[src/rtl/alu_resp_collector_pkg.sv]
// Shared types and constants for the ALU response collector.
package alu_pkg;

  localparam int unsigned N_OPS   = 8;
  localparam int unsigned FLAG_GT = 2;
  localparam int unsigned FLAG_EQ = 1;
  localparam int unsigned FLAG_LT = 0;

  // Default datapath geometry (WIDTH=4, n_alu=4).
  localparam int unsigned DEF_DW  = 16;

  typedef enum logic [2:0] {
    ALU_OP0 = 3'd0,
    ALU_OP1 = 3'd1,
    ALU_OP2 = 3'd2,
    ALU_OP3 = 3'd3,
    ALU_OP4 = 3'd4,
    ALU_OP5 = 3'd5,
    ALU_OP6 = 3'd6,
    ALU_OP7 = 3'd7
  } alu_op_e;

  // Entry layout for the default geometry; the collector packs the same
  // field order {sel, result, carry, flags} for any DW.
  typedef struct packed {
    alu_op_e            sel;
    logic [DEF_DW-1:0]  result;
    logic               carry;
    logic [2:0]         flags;
  } alu_resp_t;

  // Exactly one of {gt, eq, lt} must be set on a valid compare.
  function automatic logic flags_onehot(input logic [2:0] f);
    return ($countones(f) == 1);
  endfunction

endpackage

[src/rtl/alu_resp_collector_if.sv]
// Response channel from the collector to its consumer.
interface alu_resp_collector_if #(
  parameter int unsigned DW = 16
);
  logic          rsp_valid;
  logic          rsp_ready;
  logic [2:0]    rsp_sel;
  logic [DW-1:0] rsp_result;
  logic          rsp_carry;
  logic [2:0]    rsp_flags;

  modport master (
    output rsp_valid, rsp_sel, rsp_result, rsp_carry, rsp_flags,
    input  rsp_ready
  );

  modport slave (
    input  rsp_valid, rsp_sel, rsp_result, rsp_carry, rsp_flags,
    output rsp_ready
  );
endinterface

[src/rtl/alu_resp_collector_fifo.sv]
// Register-array FIFO with wrap-bit pointers; head is read straight from
// the storage registers, so it is registered and zero after reset.
module alu_resp_fifo #(
  parameter int unsigned W     = 23,
  parameter int unsigned DEPTH = 8
) (
  input  logic                     clk,
  input  logic                     arst,
  input  logic                     push,
  input  logic [W-1:0]             push_data,
  input  logic                     pop,
  output logic [W-1:0]             head,
  output logic [$clog2(DEPTH):0]   level,
  output logic                     full,
  output logic                     empty
);
  localparam int unsigned AW = $clog2(DEPTH);

  logic [AW:0]  r_wr_ptr;
  logic [AW:0]  r_rd_ptr;
  logic [W-1:0] r_mem [DEPTH];
  logic         w_pop;
  logic         w_push;

  // Status derived from pointers; full when wrap bits differ and indices match.
  always_comb begin
    empty  = (r_wr_ptr == r_rd_ptr);
    full   = (r_wr_ptr[AW] != r_rd_ptr[AW]) &&
             (r_wr_ptr[AW-1:0] == r_rd_ptr[AW-1:0]);
    level  = r_wr_ptr - r_rd_ptr;
    head   = r_mem[r_rd_ptr[AW-1:0]];
    w_pop  = pop & ~empty;
    w_push = push & (~full | w_pop);
  end

  // Storage and pointer update; reset clears storage so head is X-free.
  always_ff @(posedge clk) begin
    if (arst) begin
      r_wr_ptr <= '0;
      r_rd_ptr <= '0;
      for (int unsigned i = 0; i < DEPTH; i++) begin
        r_mem[i] <= '0;
      end
    end else begin
      if (w_push) begin
        r_mem[r_wr_ptr[AW-1:0]] <= push_data;
        r_wr_ptr                <= r_wr_ptr + 1'b1;
      end
      if (w_pop) begin
        r_rd_ptr <= r_rd_ptr + 1'b1;
      end
    end
  end

endmodule

[src/rtl/alu_resp_collector.sv]
// Captures the selected ALU result slice, buffers it and keeps statistics.
module alu_resp_collector
  import alu_pkg::*;
#(
  parameter int unsigned WIDTH = 4,
  parameter int unsigned n_alu = 4,
  parameter int unsigned DEPTH = 8,
  parameter int unsigned CNT_W = 16
) (
  input  logic                            clk,
  input  logic                            arst,
  input  logic                            alu_valid,
  input  logic [2:0]                      select,
  input  logic [WIDTH*n_alu*N_OPS-1:0]    out,
  input  logic                            carry_out,
  input  logic                            a_greater,
  input  logic                            a_equal,
  input  logic                            a_less,
  alu_resp_collector_if.master            rsp,
  output logic [$clog2(DEPTH):0]          level,
  output logic                            overflow,
  output logic                            proto_err,
  output logic [CNT_W-1:0]                cnt_gt,
  output logic [CNT_W-1:0]                cnt_eq,
  output logic [CNT_W-1:0]                cnt_lt
);
  localparam int unsigned DW = WIDTH * n_alu;
  localparam int unsigned RW = 3 + DW + 1 + 3;

  alu_op_e       w_sel;
  logic [DW-1:0] w_result;
  logic [2:0]    w_flags;
  logic [RW-1:0] w_push_data;
  logic [RW-1:0] w_head;
  logic          w_full;
  logic          w_empty;
  logic          w_pop;
  logic          w_push;
  logic          w_drop;

  logic          r_overflow;
  logic          r_proto_err;
  logic [CNT_W-1:0] r_cnt_gt;
  logic [CNT_W-1:0] r_cnt_eq;
  logic [CNT_W-1:0] r_cnt_lt;

  // Slice mux, flag packing and push/drop decision.
  always_comb begin
    w_sel            = alu_op_e'(select);
    w_result         = out[select*DW +: DW];
    w_flags          = '0;
    w_flags[FLAG_GT] = a_greater;
    w_flags[FLAG_EQ] = a_equal;
    w_flags[FLAG_LT] = a_less;
    w_push_data      = {w_sel, w_result, carry_out, w_flags};
    w_pop            = ~w_empty & rsp.rsp_ready;
    w_drop           = alu_valid & w_full & ~w_pop;
    w_push           = alu_valid & ~w_drop;
  end

  alu_resp_fifo #(
    .W     (RW),
    .DEPTH (DEPTH)
  ) u_fifo (
    .clk       (clk),
    .arst      (arst),
    .push      (w_push),
    .push_data (w_push_data),
    .pop       (w_pop),
    .head      (w_head),
    .level     (level),
    .full      (w_full),
    .empty     (w_empty)
  );

  // Response channel is the FIFO head unpacked.
  always_comb begin
    rsp.rsp_valid = ~w_empty;
    {rsp.rsp_sel, rsp.rsp_result, rsp.rsp_carry, rsp.rsp_flags} = w_head;
  end

  // Sticky overflow/protocol flags and saturating compare statistics.
  always_ff @(posedge clk) begin
    if (arst) begin
      r_overflow  <= 1'b0;
      r_proto_err <= 1'b0;
      r_cnt_gt    <= '0;
      r_cnt_eq    <= '0;
      r_cnt_lt    <= '0;
    end else begin
      if (w_drop) begin
        r_overflow <= 1'b1;
      end
      if (alu_valid && !flags_onehot(w_flags)) begin
        r_proto_err <= 1'b1;
      end
      if (alu_valid && a_greater && (r_cnt_gt != '1)) begin
        r_cnt_gt <= r_cnt_gt + 1'b1;
      end
      if (alu_valid && a_equal && (r_cnt_eq != '1)) begin
        r_cnt_eq <= r_cnt_eq + 1'b1;
      end
      if (alu_valid && a_less && (r_cnt_lt != '1)) begin
        r_cnt_lt <= r_cnt_lt + 1'b1;
      end
    end
  end

  // Register outputs.
  always_comb begin
    overflow  = r_overflow;
    proto_err = r_proto_err;
    cnt_gt    = r_cnt_gt;
    cnt_eq    = r_cnt_eq;
    cnt_lt    = r_cnt_lt;
  end

endmodule

[src/flat_wrapper.sv]
// flat-port wrapper written by rule: the top's interface ports become plain ports
module alu_resp_collector_flat import alu_pkg::*;
#(
  parameter int unsigned WIDTH = 4,
  parameter int unsigned n_alu = 4,
  parameter int unsigned DEPTH = 8,
  parameter int unsigned CNT_W = 16
)
  (clk, arst, alu_valid, select, out, carry_out, a_greater, a_equal, a_less, level, overflow, proto_err, cnt_gt, cnt_eq, cnt_lt, rsp_rsp_valid, rsp_rsp_sel, rsp_rsp_result, rsp_rsp_carry, rsp_rsp_flags, rsp_rsp_ready);
  alu_resp_collector_if #(.DW(16)) rsp_i ();
  input  logic clk;
  input  logic arst;
  input  logic alu_valid;
  input  logic [2:0] select;
  input  logic [WIDTH*n_alu*N_OPS-1:0] out;
  input  logic carry_out;
  input  logic a_greater;
  input  logic a_equal;
  input  logic a_less;
  output logic [$clog2(DEPTH):0] level;
  output logic overflow;
  output logic proto_err;
  output logic [CNT_W-1:0] cnt_gt;
  output logic [CNT_W-1:0] cnt_eq;
  output logic [CNT_W-1:0] cnt_lt;
  output wire logic [$bits(rsp_i.rsp_valid)-1:0] rsp_rsp_valid;
  output wire logic [$bits(rsp_i.rsp_sel)-1:0] rsp_rsp_sel;
  output wire logic [$bits(rsp_i.rsp_result)-1:0] rsp_rsp_result;
  output wire logic [$bits(rsp_i.rsp_carry)-1:0] rsp_rsp_carry;
  output wire logic [$bits(rsp_i.rsp_flags)-1:0] rsp_rsp_flags;
  input wire logic [$bits(rsp_i.rsp_ready)-1:0] rsp_rsp_ready;
  assign rsp_rsp_valid = rsp_i.rsp_valid;
  assign rsp_rsp_sel = rsp_i.rsp_sel;
  assign rsp_rsp_result = rsp_i.rsp_result;
  assign rsp_rsp_carry = rsp_i.rsp_carry;
  assign rsp_rsp_flags = rsp_i.rsp_flags;
  assign rsp_i.rsp_ready = rsp_rsp_ready;
  alu_resp_collector #(.WIDTH(WIDTH), .n_alu(n_alu), .DEPTH(DEPTH), .CNT_W(CNT_W)) u_core (.clk(clk), .arst(arst), .alu_valid(alu_valid), .select(select), .out(out), .carry_out(carry_out), .a_greater(a_greater), .a_equal(a_equal), .a_less(a_less), .rsp(rsp_i), .level(level), .overflow(overflow), .proto_err(proto_err), .cnt_gt(cnt_gt), .cnt_eq(cnt_eq), .cnt_lt(cnt_lt));
endmodule
[config.mk]
export PLATFORM = sky130hd
export DESIGN_NAME = alu_resp_collector_flat
export DESIGN_NICKNAME = d
export VERILOG_FILES = /design/src/rtl/alu_resp_collector_pkg.sv /design/src/rtl/alu_resp_collector_if.sv /design/src/rtl/alu_resp_collector_fifo.sv /design/src/rtl/alu_resp_collector.sv /design/src/flat_wrapper.sv
export SDC_FILE = /design/constraint.sdc
export NUM_CORES = 1
export LEC_CHECK = 0
export ABC_AREA = 0
export CORE_MARGIN = 2
export CORE_UTILIZATION = 48
export CTS_CLUSTER_DIAMETER = 50
export CTS_CLUSTER_SIZE = 12
export DETAILED_ROUTE_END_ITERATION = 10
export GPL_ROUTABILITY_DRIVEN = 0
export PLACE_DENSITY_LB_ADDON = 0.3
export SLEW_MARGIN = 0
export SYNTH_ARGS = -nofsm -noshare
export SYNTH_HDL_FRONTEND = slang
export SYNTH_SLANG_ARGS = --single-unit
[constraint.sdc]
create_clock -name clk -period 2.73 [get_ports clk]
set_input_delay 0.819 -clock clk [delete_from_list [all_inputs] [get_ports clk]]
set_output_delay 0.819 -clock clk [all_outputs]
set_load 0.03 [all_outputs]
==> flow_summary.ini <==
[outcome]
status = finished, violations left
violations = negative setup slack

[yosys]
synth_edf_count = 184
yosysTopAreaCell = edfxtp_1
syn_avg_cell_area_um2 = 13.1
synth_cell_types = 52
synth_ff_type = edfxtp_1
yosys-top-cells-count = edfxtp_1, nor2_1, mux4_2
syn_area_mm2 = 0.0121
synth.area.top_cells = edfxtp_1, mux4_2, dfxtp_1, nor2_1, and2_1
synth_most_common_cell = edfxtp_1
ys_seq_area_share_pct = 55.9
synth_cells = 923
synthArstFlopShare_pct = 0
synth-seq-cells = 245
synth_top_area_share_pct = 45.8
synth_warnings = 0
synth_nets = 1075

[global_routing]
antenna_found_initial = 0
first_global_vias = 9104
grt_overflow = 0
grt_use_total_pct = 24.2
grt_max_degree = 61
grt_pass1_wl_mm = 49.0

[drt]
vias = 8869
via_per_inst = 5.69
drc = 0
avgRoutedWirePerCell_um = 20.3
final_antenna_net_count = 0
postRouteWirelength_mm = 31.7
initialDrtViolationCount = 696
firstDrtPassIters = 5

[clocking]
clk_pin_slew_ns = 0.06
cts_tree = yes
cts.htree.levels = 1
clockBufferDepth = 3
cts-hold-fix-buffers = 0
clock_latency_ns = 0.51
numCtsBuffers = 25
clock-sinks = 245
ctsRootBufferMaster = clkbuf_16

[power]
vdd_drop_max_mv = 0.327
power_density_mw_per_mm2 = 588
p_leak_nw = 5.90

[die]
die_h_um = 163
die_w_um = 163
fp-row-count = 58
dieArea_mm2 = 0.0264
core_mm2 = 0.0250
ios = 217
start_util_pct = 48.3

[finish]
drive_above_1_share_pct = 24.7
final_area_mm2 = 0.0163
final_nets = 1363
n_fill_cell = 1852
antenna_cells = 0
area_delta_synth_final_pct = 35.3

[timing]
finalHoldViolCount = 0
hold_ws_ns = 0.472
slew-limit-headroom_pct = 41.7
drv_slew = 0
fmax_mhz = 339
finalCritPeriodShare_pct = 108
setup_viol = 23
tightest_slew_ns = 0.867
worst_slack_ns = -0.220
worst_clock_skew_ns = 0.0141
fin_crit_ns = 2.95
rsz0062_at_grt = true

[placement]
placed_area_mm2 = 0.0152
post-place-ws_ns = -0.121
io_buffers = 216
hpwl_mm = 22.2

[critical_path]
critPathMaxFanout = 9
critPathRequiredTime_ns = 1.91
start_kind = flop
path_class = flop to primary output
cp.arrival_ns = 2.13
setup.worst_path.end_class = primary output

[hold_path]
holdCritPathClass = flop to flop

[job]
drv_cap = 0
-- where the power goes --
group	leakage, nW	total [W]	switching, W	internal (W)
Combinational	3.14	0.00227	0.00104	0.00122
Sequential	2.40	0.00422	0.0000655	0.00416
Clock	0.361	0.00311	0.00132	0.00179
Total	5.91	0.00960	0.00243	0.00717
-- worst max-delay path: stages, from the launching register on --
cell	delay [ns]
dfxtp_4	0.35
buf_12	0.15
buf_12	0.16
mux4_2	0.52
mux2_4	0.31
buf_6	0.14
-- logic make-up (layout without fill, tap and decap cells) --
| group | after synthesis | count (layout) | share of synthesized area [%] |
|---|---|---|---|
| AO/OA/AOI/OAI | 90 | 90 | 4.75 |
| AND/OR/NAND/NOR | 369 | 369 | 15.6 |
| XOR/XNOR | 12 | 12 | 0.933 |
| flip-flops | 245 | 245 | 55.9 |
| adder cells (fa/ha/maj) | 13 | 13 | 1.47 |
| multiplexers | 124 | 124 | 18.7 |
| buffers and inverters | 70 | 375 | 2.70 |
-- final cells by class --
| class | instances | area (µm²) | area share [%] |
|---|---|---|---|
| repair buffers | 317 | 3230 | 19.8 |
| well taps | 330 | 413 | 2.53 |
| inverters | 14 | 55.1 | 0.337 |
| multi-input cells | 608 | 5140 | 31.5 |
| flip-flops and latches | 245 | 6750 | 41.4 |
| clock inverters | 2 | 15.0 | 0.0919 |
| clock buffers | 42 | 722 | 4.42 |
-- sequential cells by signal, indices dropped and copies added (netlist names), named ones only --
register	cells
u_core.u_fifo.r_mem	184
u_core.cnt_eq	16
u_core.cnt_gt	16
u_core.cnt_lt	16
u_core.u_fifo.r_rd_ptr	4
u_core.u_fifo.r_wr_ptr	4
u_core.overflow	1
u_core.proto_err	1
-- metrics by stage --
step	utilization, %	std cells	power [W]	setup TNS (ns)
6_report	65.4	1558	0.00960	-4.44
5_1_grt	65.4	1558	0.00994	-5.83
4_1_cts	64.9	1555	0.00958	-5.70
3_5_place_dp	60.9	1506	0.00629	-1.87
3_3_place_gp	60.9	1506	0.00626	-1.20
2_1_floorplan	-	923	0.00543	0
-- placed cells by master, fill, tap and decap left out, drive strengths merged, types with 2 or more instances in the layout --
cell           count
ha                11
nor2             156
o311ai             2
and4               5
nor4              10
nand3             27
a21oi             29
xnor2              6
inv               15
o211ai             6
fa                 2
o31a               2
o31ai             11
mux2i             18
nand2             28
dfxtp             61
o21ai             19
and2              58
o41ai              4
o21a               4
clkdlybuf4s50    185
a31oi              4
edfxtp           184
or2                3
nor2b              7
or3               18
clkbuf            44
buf              129
mux4              78
and3              10
or4               15
nand4             19
xor2               6
mux2              28
nor3               9
a211oi             4
-- what timing repair did --
action,4_1_cts,5_1_grt
setup buffers,3,1
gates cloned,2,2
gates resized for setup,72,17
endpoints found under the setup margin,27,26
pin swaps,0,1
-- worst paths after layout --
check	from	end	slack (ns)	depth (start not counted)
worst min register to register	u_core.overflow$_SDFFE_PP0P_	u_core.overflow$_SDFFE_PP0P_	0.47	2
worst max-delay path	flop	rsp_rsp_result[9]	-0.22	5
worst min-delay path	u_core.overflow$_SDFFE_PP0P_	u_core.overflow$_SDFFE_PP0P_	0.47	2
worst max register to register	u_core.u_fifo.r_rd_ptr[2]$_SDFFE_PP0N_	u_core.u_fifo.r_mem[7][8]$_SDFFCE_PN0P_	0.59	7
-- layer usage --
metal / GRT usage (%) / wire length (µm) / vias up
met3: 4.51 / 2170 / 47
met2: 41.9 / 15900 / 320
met1: 31.5 / 12900 / 4400
met4: 6.48 / 734 / 0
met5: 0 / 0 / -
li1: - / - / 4102
(Power assumes the default switching activity.)
